<file path="src/rtl/rec_play_ctrl.sv">
// Recorder transport controller: key pulses drive the recorder state, and sample ticks
// produce SRAM word addresses plus one-cycle read/write strobes at the selected play speed.
module rec_play_ctrl #(
  parameter int ADDR_W = 20
) (
  input  logic              i_clk,
  input  logic              i_rst,
  input  logic              i_key_rec,
  input  logic              i_key_play,
  input  logic              i_key_stop,
  input  logic              i_sample_tick,
  input  logic [17:0]       i_sw,
  output logic [2:0]        o_state,
  output logic [ADDR_W-1:0] o_addr,
  output logic              o_sram_we,
  output logic              o_sram_rd,
  output logic [ADDR_W:0]   o_len
);

  typedef enum logic [2:0] {
    S_IDLE  = 3'd0,
    S_HOLD  = 3'd1,
    S_REC   = 3'd2,
    S_PLAY  = 3'd3,
    S_PAUSE = 3'd4
  } state_t;

  state_t            r_state, w_state_nxt;
  logic [ADDR_W-1:0] r_addr, w_addr_nxt;
  logic [ADDR_W:0]   r_len, w_len_nxt;
  logic [2:0]        r_cnt, w_cnt_nxt;
  logic              r_we, r_rd, w_we_nxt, w_rd_nxt;
  logic              r_fast;
  logic [3:0]        r_n, w_n;
  logic              w_stop, w_rec, w_play;
  logic [3:0]        w_cnt_inc;
  logic              w_adv, w_end;
  logic [ADDR_W:0]   w_step, w_sum;
  logic              w_unused_sw;

  assign w_unused_sw = ^{i_sw[16:9], i_sw[1:0]};

  // Coinciding keys resolve as stop > rec > play.
  assign w_stop = i_key_stop;
  assign w_rec  = i_key_rec & ~i_key_stop;
  assign w_play = i_key_play & ~i_key_stop & ~i_key_rec;

  always_comb begin
    w_n = 4'd1;
    if (i_sw[8])      w_n = 4'd8;
    else if (i_sw[7]) w_n = 4'd7;
    else if (i_sw[6]) w_n = 4'd6;
    else if (i_sw[5]) w_n = 4'd5;
    else if (i_sw[4]) w_n = 4'd4;
    else if (i_sw[3]) w_n = 4'd3;
    else if (i_sw[2]) w_n = 4'd2;
  end

  // Slow mode moves one word only after the N-th read of it; fast mode moves N words per read.
  assign w_cnt_inc = {1'b0, r_cnt} + 4'd1;
  assign w_adv     = r_fast | (w_cnt_inc >= r_n);
  assign w_step    = r_fast ? (ADDR_W+1)'(r_n) : (ADDR_W+1)'(w_adv);
  assign w_sum     = {1'b0, r_addr} + w_step;
  assign w_end     = w_adv & (w_sum >= r_len);

  always_comb begin
    w_state_nxt = r_state;
    w_addr_nxt  = r_addr;
    w_len_nxt   = r_len;
    w_cnt_nxt   = r_cnt;
    w_we_nxt    = 1'b0;
    w_rd_nxt    = 1'b0;
    case (r_state)
      S_IDLE: begin
        if (w_rec) begin
          w_state_nxt = S_REC;
          w_addr_nxt  = '0;
          w_len_nxt   = '0;
          w_cnt_nxt   = '0;
        end
      end
      S_REC: begin
        // The pending write's address/length update lands before any key is applied.
        if (r_we) begin
          w_len_nxt = r_len + 1'b1;
          if (r_addr == '1) begin
            w_state_nxt = S_HOLD;
            w_addr_nxt  = '0;
          end else begin
            w_addr_nxt = r_addr + 1'b1;
          end
        end
        if (w_stop) begin
          w_state_nxt = (w_len_nxt == '0) ? S_IDLE : S_HOLD;
          w_addr_nxt  = '0;
        end else if (i_sample_tick && !r_we) begin
          w_we_nxt = 1'b1;
        end
      end
      S_HOLD: begin
        if (w_rec) begin
          w_state_nxt = S_REC;
          w_addr_nxt  = '0;
          w_len_nxt   = '0;
          w_cnt_nxt   = '0;
        end else if (w_play) begin
          w_state_nxt = S_PLAY;
          w_addr_nxt  = '0;
          w_cnt_nxt   = '0;
        end
      end
      S_PLAY: begin
        if (r_rd) begin
          if (w_end) begin
            w_state_nxt = S_HOLD;
            w_addr_nxt  = '0;
            w_cnt_nxt   = '0;
          end else if (w_adv) begin
            w_addr_nxt = w_sum[ADDR_W-1:0];
            w_cnt_nxt  = '0;
          end else begin
            w_cnt_nxt = w_cnt_inc[2:0];
          end
        end
        if (w_stop) begin
          w_state_nxt = S_HOLD;
          w_addr_nxt  = '0;
          w_cnt_nxt   = '0;
        end else if (w_play) begin
          if (w_state_nxt == S_PLAY) w_state_nxt = S_PAUSE;
        end else if (i_sample_tick && !r_rd) begin
          w_rd_nxt = 1'b1;
        end
      end
      S_PAUSE: begin
        if (w_stop) begin
          w_state_nxt = S_HOLD;
          w_addr_nxt  = '0;
          w_cnt_nxt   = '0;
        end else if (w_play) begin
          w_state_nxt = S_PLAY;
        end
      end
      default: begin
        w_state_nxt = S_IDLE;
        w_addr_nxt  = '0;
        w_cnt_nxt   = '0;
      end
    endcase
  end

  always_ff @(posedge i_clk) begin
    if (i_rst) begin
      r_state <= S_IDLE;
      r_addr  <= '0;
      r_len   <= '0;
      r_cnt   <= '0;
      r_we    <= 1'b0;
      r_rd    <= 1'b0;
      r_fast  <= 1'b0;
      r_n     <= 4'd1;
    end else begin
      r_state <= w_state_nxt;
      r_addr  <= w_addr_nxt;
      r_len   <= w_len_nxt;
      r_cnt   <= w_cnt_nxt;
      r_we    <= w_we_nxt;
      r_rd    <= w_rd_nxt;
      if (i_sample_tick) begin
        r_fast <= i_sw[17];
        r_n    <= w_n;
      end
    end
  end

  assign o_state   = r_state;
  assign o_addr    = r_addr;
  assign o_len     = r_len;
  assign o_sram_we = r_we;
  assign o_sram_rd = r_rd;

endmodule

</file>
<file path="config.mk">
export PLATFORM = sky130hd
export DESIGN_NAME = rec_play_ctrl
export DESIGN_NICKNAME = d
export VERILOG_FILES = /design/src/rtl/rec_play_ctrl.sv
export SDC_FILE = /design/constraint.sdc
export NUM_CORES = 1
export LEC_CHECK = 0
export CAP_MARGIN = 20
export CORE_MARGIN = 2
export CORE_UTILIZATION = 40
export DETAILED_ROUTE_END_ITERATION = 8
export GPL_ROUTABILITY_DRIVEN = 0
export GPL_TIMING_DRIVEN = 1
export PLACE_DENSITY = 0.63
export SYNTH_ARGS = -nofsm -noshare
export SYNTH_HDL_FRONTEND = slang
export SYNTH_SLANG_ARGS = --single-unit
</file>
<file path="constraint.sdc">
create_clock -name i_clk -period 8.71 [get_ports i_clk]
set_clock_uncertainty 0.05 [all_clocks]
set_input_delay 1.742 -clock i_clk [delete_from_list [all_inputs] [get_ports i_clk]]
set_output_delay 1.742 -clock i_clk [all_outputs]
set_load 0.02 [all_outputs]
</file>
== After elaboration in Yosys (flattened, before gate mapping) ==
Cells that the tools add are included.

* Bits in registers: 54
* Bits in latches: 0
* RAM bits: 0
* Memory bits (read-only): 0
* Input port bits: 24
* Logic and storage cells: 101
* Memories kept: 0

* Add/sub/neg operators: 4
* Multipliers: 0
* Div/mod/pow operators: 0
* Magnitude comparators: 2
* Equality and inequality tests: 14
* Shift-type cells: 0
* Multiplexer cells: 50
* Bitwise logic cells: 9
* Reduce and logical (&&, ||, !) cells: 14

{| class="wikitable"
|+ Operators with widths
! cell !! number
|-
| 20-bit 2-to-1 mux || 11
|-
| 20-bit one-hot mux with 5 select lines || 1
|-
| 3-bit 2-to-1 mux || 25
|-
| 21-bit 2-to-1 mux || 3
|-
| 21-bit one-hot mux with 2 select lines || 1
|-
| 3-bit one-hot mux with 5 select lines || 2
|-
| 20-bit by 4-bit adder with 21-bit output || 1
|-
| 21-bit by 1-bit adder with 21-bit output (second input constant) || 1
|-
| 21-bit greater-or-equal comparator || 1
|-
| 21-bit logical NOT || 1
|-
| 20-bit by 1-bit adder with 20-bit output (second input constant) || 1
|-
| 20-bit equality test (second input constant) || 1
|-
| 3-bit != test (second input constant) || 4
|-
| 3-bit by 2-bit equality test with 1-bit output (second input constant) || 3
|-
| 4-bit 2-to-1 mux || 2
|-
| 6-bit AND reduction || 1
|-
| 5-bit AND reduction || 1
|-
| 3-bit by 1-bit adder with 4-bit output (second input constant) || 1
|-
| 1-bit AND || 4
|-
| 4-bit greater-or-equal comparator || 1
|-
| 2-bit 2-to-1 mux || 2
|-
| 2-bit != test (second input constant) || 2
|-
| 4-bit != test (second input constant) || 1
|-
| 1-bit NOT || 4
|-
| 14 further kinds || 18
|}

== Logic depth before layout (Yosys ltp) ==
* Depth after elaboration: 15
* Depth in mapped cells: 23

== Worst setup path after synthesis ==
Ideal clock, no wire load.

* Path type: register to register
* Start point: register r_cnt[0]
* End point: register r_addr[4], in the netlist o_addr[4]
* Library setup time: 0.127 ns
* Data arrival time: 4.715 ns
* Required time: 8.533 ns
* Slack: 3.819 ns
* Stages on the path, launching flop included: 24
* Clock period less this slack: 4.891 ns
* Cells stage by stage: dfxtp_1 > ha_1 > xor2_1 > ha_1 > o21ai_0 > o21ai_0 > a21boi_0 > ha_1 > inv_1 > fa_1 > nand2b_1 > a21oi_1 > nand2_1 > nor2_1 > xor2_1 > ha_1 > nand4_1 > nor4_2 > nand2_1 > o21ai_1 > nor3_2 > buf_2 > a221oi_1 > a31oi_1

* Cells in the longest elaborated chain, start to end: 11
* Elaborated cells between the ends (all ways): 14

{| class="wikitable"
|+ RTL lines
! what !! line !! RTL
|-
| start, declared || 31 || <nowiki>logic [2:0] r_cnt, w_cnt_nxt;</nowiki>
|-
| start signal, assigned || 166 || <nowiki>r_cnt <= w_cnt_nxt;</nowiki>
|-
| 3-bit by 1-bit adder with 4-bit output (*) || 60 || <nowiki>assign w_cnt_inc = {1'b0, r_cnt} + 4'd1;</nowiki>
|-
| 4-bit greater-or-equal comparator (*) || 61 || <nowiki>assign w_adv = r_fast | (w_cnt_inc >= r_n);</nowiki>
|-
| 1-bit OR (*) || 61 ||
|-
| 4-bit 2-to-1 mux || 62 || <nowiki>assign w_step = r_fast ? (ADDR_W+1)'(r_n) : (ADDR_W+1)'(w_adv);</nowiki>
|-
| 20-bit by 4-bit adder with 21-bit output || 63 || <nowiki>assign w_sum = {1'b0, r_addr} + w_step;</nowiki>
|-
| 21-bit greater-or-equal comparator || 64 || <nowiki>assign w_end = w_adv & (w_sum >= r_len);</nowiki>
|-
| 1-bit AND || 64 ||
|-
| 20-bit 2-to-1 mux || 114 || <nowiki>if (w_end) begin</nowiki>
|-
| 20-bit 2-to-1 mux || 113 || <nowiki>if (r_rd) begin</nowiki>
|-
| 20-bit 2-to-1 mux || 125 || <nowiki>if (w_stop) begin</nowiki>
|-
| 20-bit one-hot mux with 5 select lines || 73 || <nowiki>case (r_state)</nowiki>
|-
| end signal, assigned || 164 || <nowiki>r_addr <= w_addr_nxt;</nowiki>
|-
| end, declared || 29 || <nowiki>logic [ADDR_W-1:0] r_addr, w_addr_nxt;</nowiki>
|}

Mark *: on every way between the ends. The rest lies on a longest branch, timed or not. The select of a mux whose other input is x is not followed.
A chain may end at the register's enable or synchronous reset.

== Worst setup path after layout ==
Same ends and word-level chain as after synthesis.

==> metrics.yaml <==
ys_warn_count: 0
syn_to_final_growth_pct: 16.0
rr_startpoint: "r_cnt[0]"
ys_seq_area_share_pct: 23.3
numCtsBuffers: 5
rsz0062_at_grt: "false"
synth.distinct_cells: 80
irDropWorstVdd_mv: 0.0745
grt_pass1_vias: 4417
core_area_um2: 11400
wl_per_cell_um: 16.9
post_cts_buffers: 0
min_period_ns: 6.18
syn_area_um2: 4650
cts-resized-gates: 0
clk_path_buf_depth: 2
antenna_found_initial: 0
postRouteWirelength_um: 13500
insertion_delay_ns: 0.30
avgSynthCellArea_um2: 7.52
synth.area.top_cells: "dfxtp_1, ha_1, nor2_1, nand2_1, o21ai_0"
clock-root-buffer: "clkbuf_16"
tritoncts: "yes"
drive_gt1_share_pct: 5.48
portBuffers: 59
clock.fmax_mhz: 162
synth_top_cell_area_share_pct: 23.3
pwr_density_cell_nw_per_um2: 115
clk_pin_slew_worst_paths_ns: 0.07
required_ns: 8.89
r2r_slack_ns: 2.53
grt_pass1_wl_um: 21700
min_from: "r_cnt[2]"
synthesis.nets: 675
ys_ff_latch: 54
status: "finished, final reports clean"
leakage_nw: 1.97
p_int_mw: 0.425
fin_setup_tns_ns: 0
fp.dieH_um: 112
num_antenna_cells: 0
drt_iter0_markers: 405
path_cells: "ha_1 > xor2_1 > ha_1 > o21ai_0 > o21ai_0 > a21boi_0 > ha_1 > inv_1 > fa_1 > nand2b_1 > a21oi_1 > nand2_1 > nor2_1 > xor2_1 > ha_1 > nand4_1 > nor2_1 > a22oi_1 > o2111ai_1 > nor3_2 > a221oi_1 > a31oi_1"
endpoint_kind: "register"
start_util_pct: 40.9
min_path_type: "reg2reg"
viasPerCell: 5.96
grt_max_degree: 38
p_sw_mw: 0.197
tightest_slew_ns: 0.942
comb_power_share_pct: 22.0
synth_largest_area_cell: "dfxtp_1"
vias: 4771
whs_path_depth: 2
postSynthCellCount: 618
finalHoldViolCount: 0
fill_cells: 1157
async_flop_share_pct: 0
gr-total-overflow: 0
cp_max_fo: 12
path_common_cell: "ha_1"
p_clk_share_pct: 36.4
dp_hpwl_um: 10100
synth_flop_cell: "dfxtp_1"
critPathLaunchType: "register"
dr.pass1.iters: 5
finalMaxSlewViolations: 0
min_to: "r_cnt[2]"
relSlewSlack_pct: 36.8
synth_edf_count: 0
crit_path_top_delay_cell: "nor3_2"
rows: 39
cts.sinks: 54
track_usage_pct: 21.2
r2r-end: "o_addr[4]"
final_cell_mix: "nor2_1, clkdlybuf4s50_1, nand2_1"
dieArea_um2: 12500
antenna_left: 0
reg2reg_depth: 22
p_sw_share_pct: 31.7
cts-htree-levels: 2
worstSetupPathType: "reg2reg"
seqPwrFrac_pct: 41.6
setup_viol: 0
arrival_ns: 6.36
drc: 0
postCtsHoldBufs: 0
final_common_cell: "nor2_1"
maxCapViolCount: 0
finalCritPeriodShare_pct: 70.9
cp_slowest_stage_delay_ns: 0.90
die_w_um: 112
final_util_pct: 47.4
fin_nets: 713
ioPinCount: 70
==> metrics by stage <==
| step | instances | power (mW) | hold WS [ns] | worst slack, ns | area (um^2) |
|---|---|---|---|---|---|
| 3_5_place_dp | 792 | 0.398 | 0.454 | 2.61 | 5230 |
| 6_report | 800 | 0.622 | 0.467 | 2.53 | 5390 |
| 3_3_place_gp | 792 | 0.395 | 0.440 | 2.64 | 5230 |
| 5_1_grt | 800 | 0.648 | 0.500 | 1.94 | 5390 |
| 4_1_cts | 800 | 0.625 | 0.468 | 2.57 | 5390 |
| 2_1_floorplan | 618 | 0.359 | 0.425 | 3.82 | 4650 |
==> state kept, by name, summed over array words and instances, names as in the netlist <==
register,cells
o_state,3
o_addr,20
o_sram_we,1
r_fast,1
o_sram_rd,1
o_len,21
r_cnt,3
r_n,4
==> cells in the mapped netlist, types with 6 or more instances <==
cell      instances
a31oi_1          10
o211ai_1          9
nor3_1           25
o21ai_0          40
xor2_1            9
nand4_1          12
nand3_1          17
nand2_1          56
nand2b_1         10
buf_2             8
ha_1             32
xnor2_1          16
nor2_1           70
dfxtp_1          54
clkbuf_1          9
and3_1           14
o22ai_1           6
or3_1             8
inv_1            41
a311oi_1          7
mux2i_1           7
a22oi_1           6
a21oi_1          39
nor3b_1           7
==> per-layer routing <==
metal  track usage, %  vias up  wire (um)
met5                0        -          0
met4             7.82        0        294
met3             3.27       27        701
met2             36.0      152       6590
met1             27.2     2256       5950
li1                 -     2336          -
==> critical path: cells and delay by family (launching register included) <==
family                     cells  cell delay [ns]
AOI/OAI and AO/OA              8             2.13
and+or+nand+nor                6             1.80
adders and majority gates      5             1.39
xor gates and xnor gates       2             0.35
buffers and inverters          1             0.06
DFF                            1             0.35
==> cells by family (layout without fill, tap and decap cells) <==
kind of cell    after synthesis  after routing  synth area share (%)
compound gates              167            167                  24.0
xor+xnor                     25             25                  4.71
fa+ha+maj                    33             33                  9.05
buf+inv                      73            112                  8.00
flops                        54             54                  23.3
mux                           7              7                  1.51
simple gates                259            259                  29.5
==> power by group through the flow <==
stage | logic, mW | clock network, mW | registers, mW
CTS | 0.135 | 0.232 | 0.258
floorplan | 0.0978 | 0 | 0.261
finish | 0.137 | 0.227 | 0.259
global route | 0.149 | 0.240 | 0.259
detailed placement | 0.134 | 0 | 0.264
global placement | 0.131 | 0 | 0.264
==> cell type report <==
| type | instances | area, um^2 | share of cell area, % |
|---|---|---|---|
| clock buffers | 8 | 166 | 3.09 |
| well taps | 143 | 179 | 3.32 |
| multi-input cells | 491 | 3190 | 59.2 |
| flip-flops and latches | 54 | 1080 | 20.1 |
| repair buffers | 62 | 613 | 11.4 |
| inverters | 42 | 158 | 2.92 |
==> worst max-delay path by stage <==
stage,start,to,depth (start not counted)
floorplan,r_cnt[0],o_addr[4],23
global placement,r_cnt[0],o_addr[4],22
detailed placement,r_cnt[0],o_addr[4],22
CTS,r_cnt[0],o_addr[4],22
global route,r_cnt[0],o_addr[4],22
finish,r_cnt[0],o_addr[4],22
Note: power is estimated with default switching activity, not from simulation.
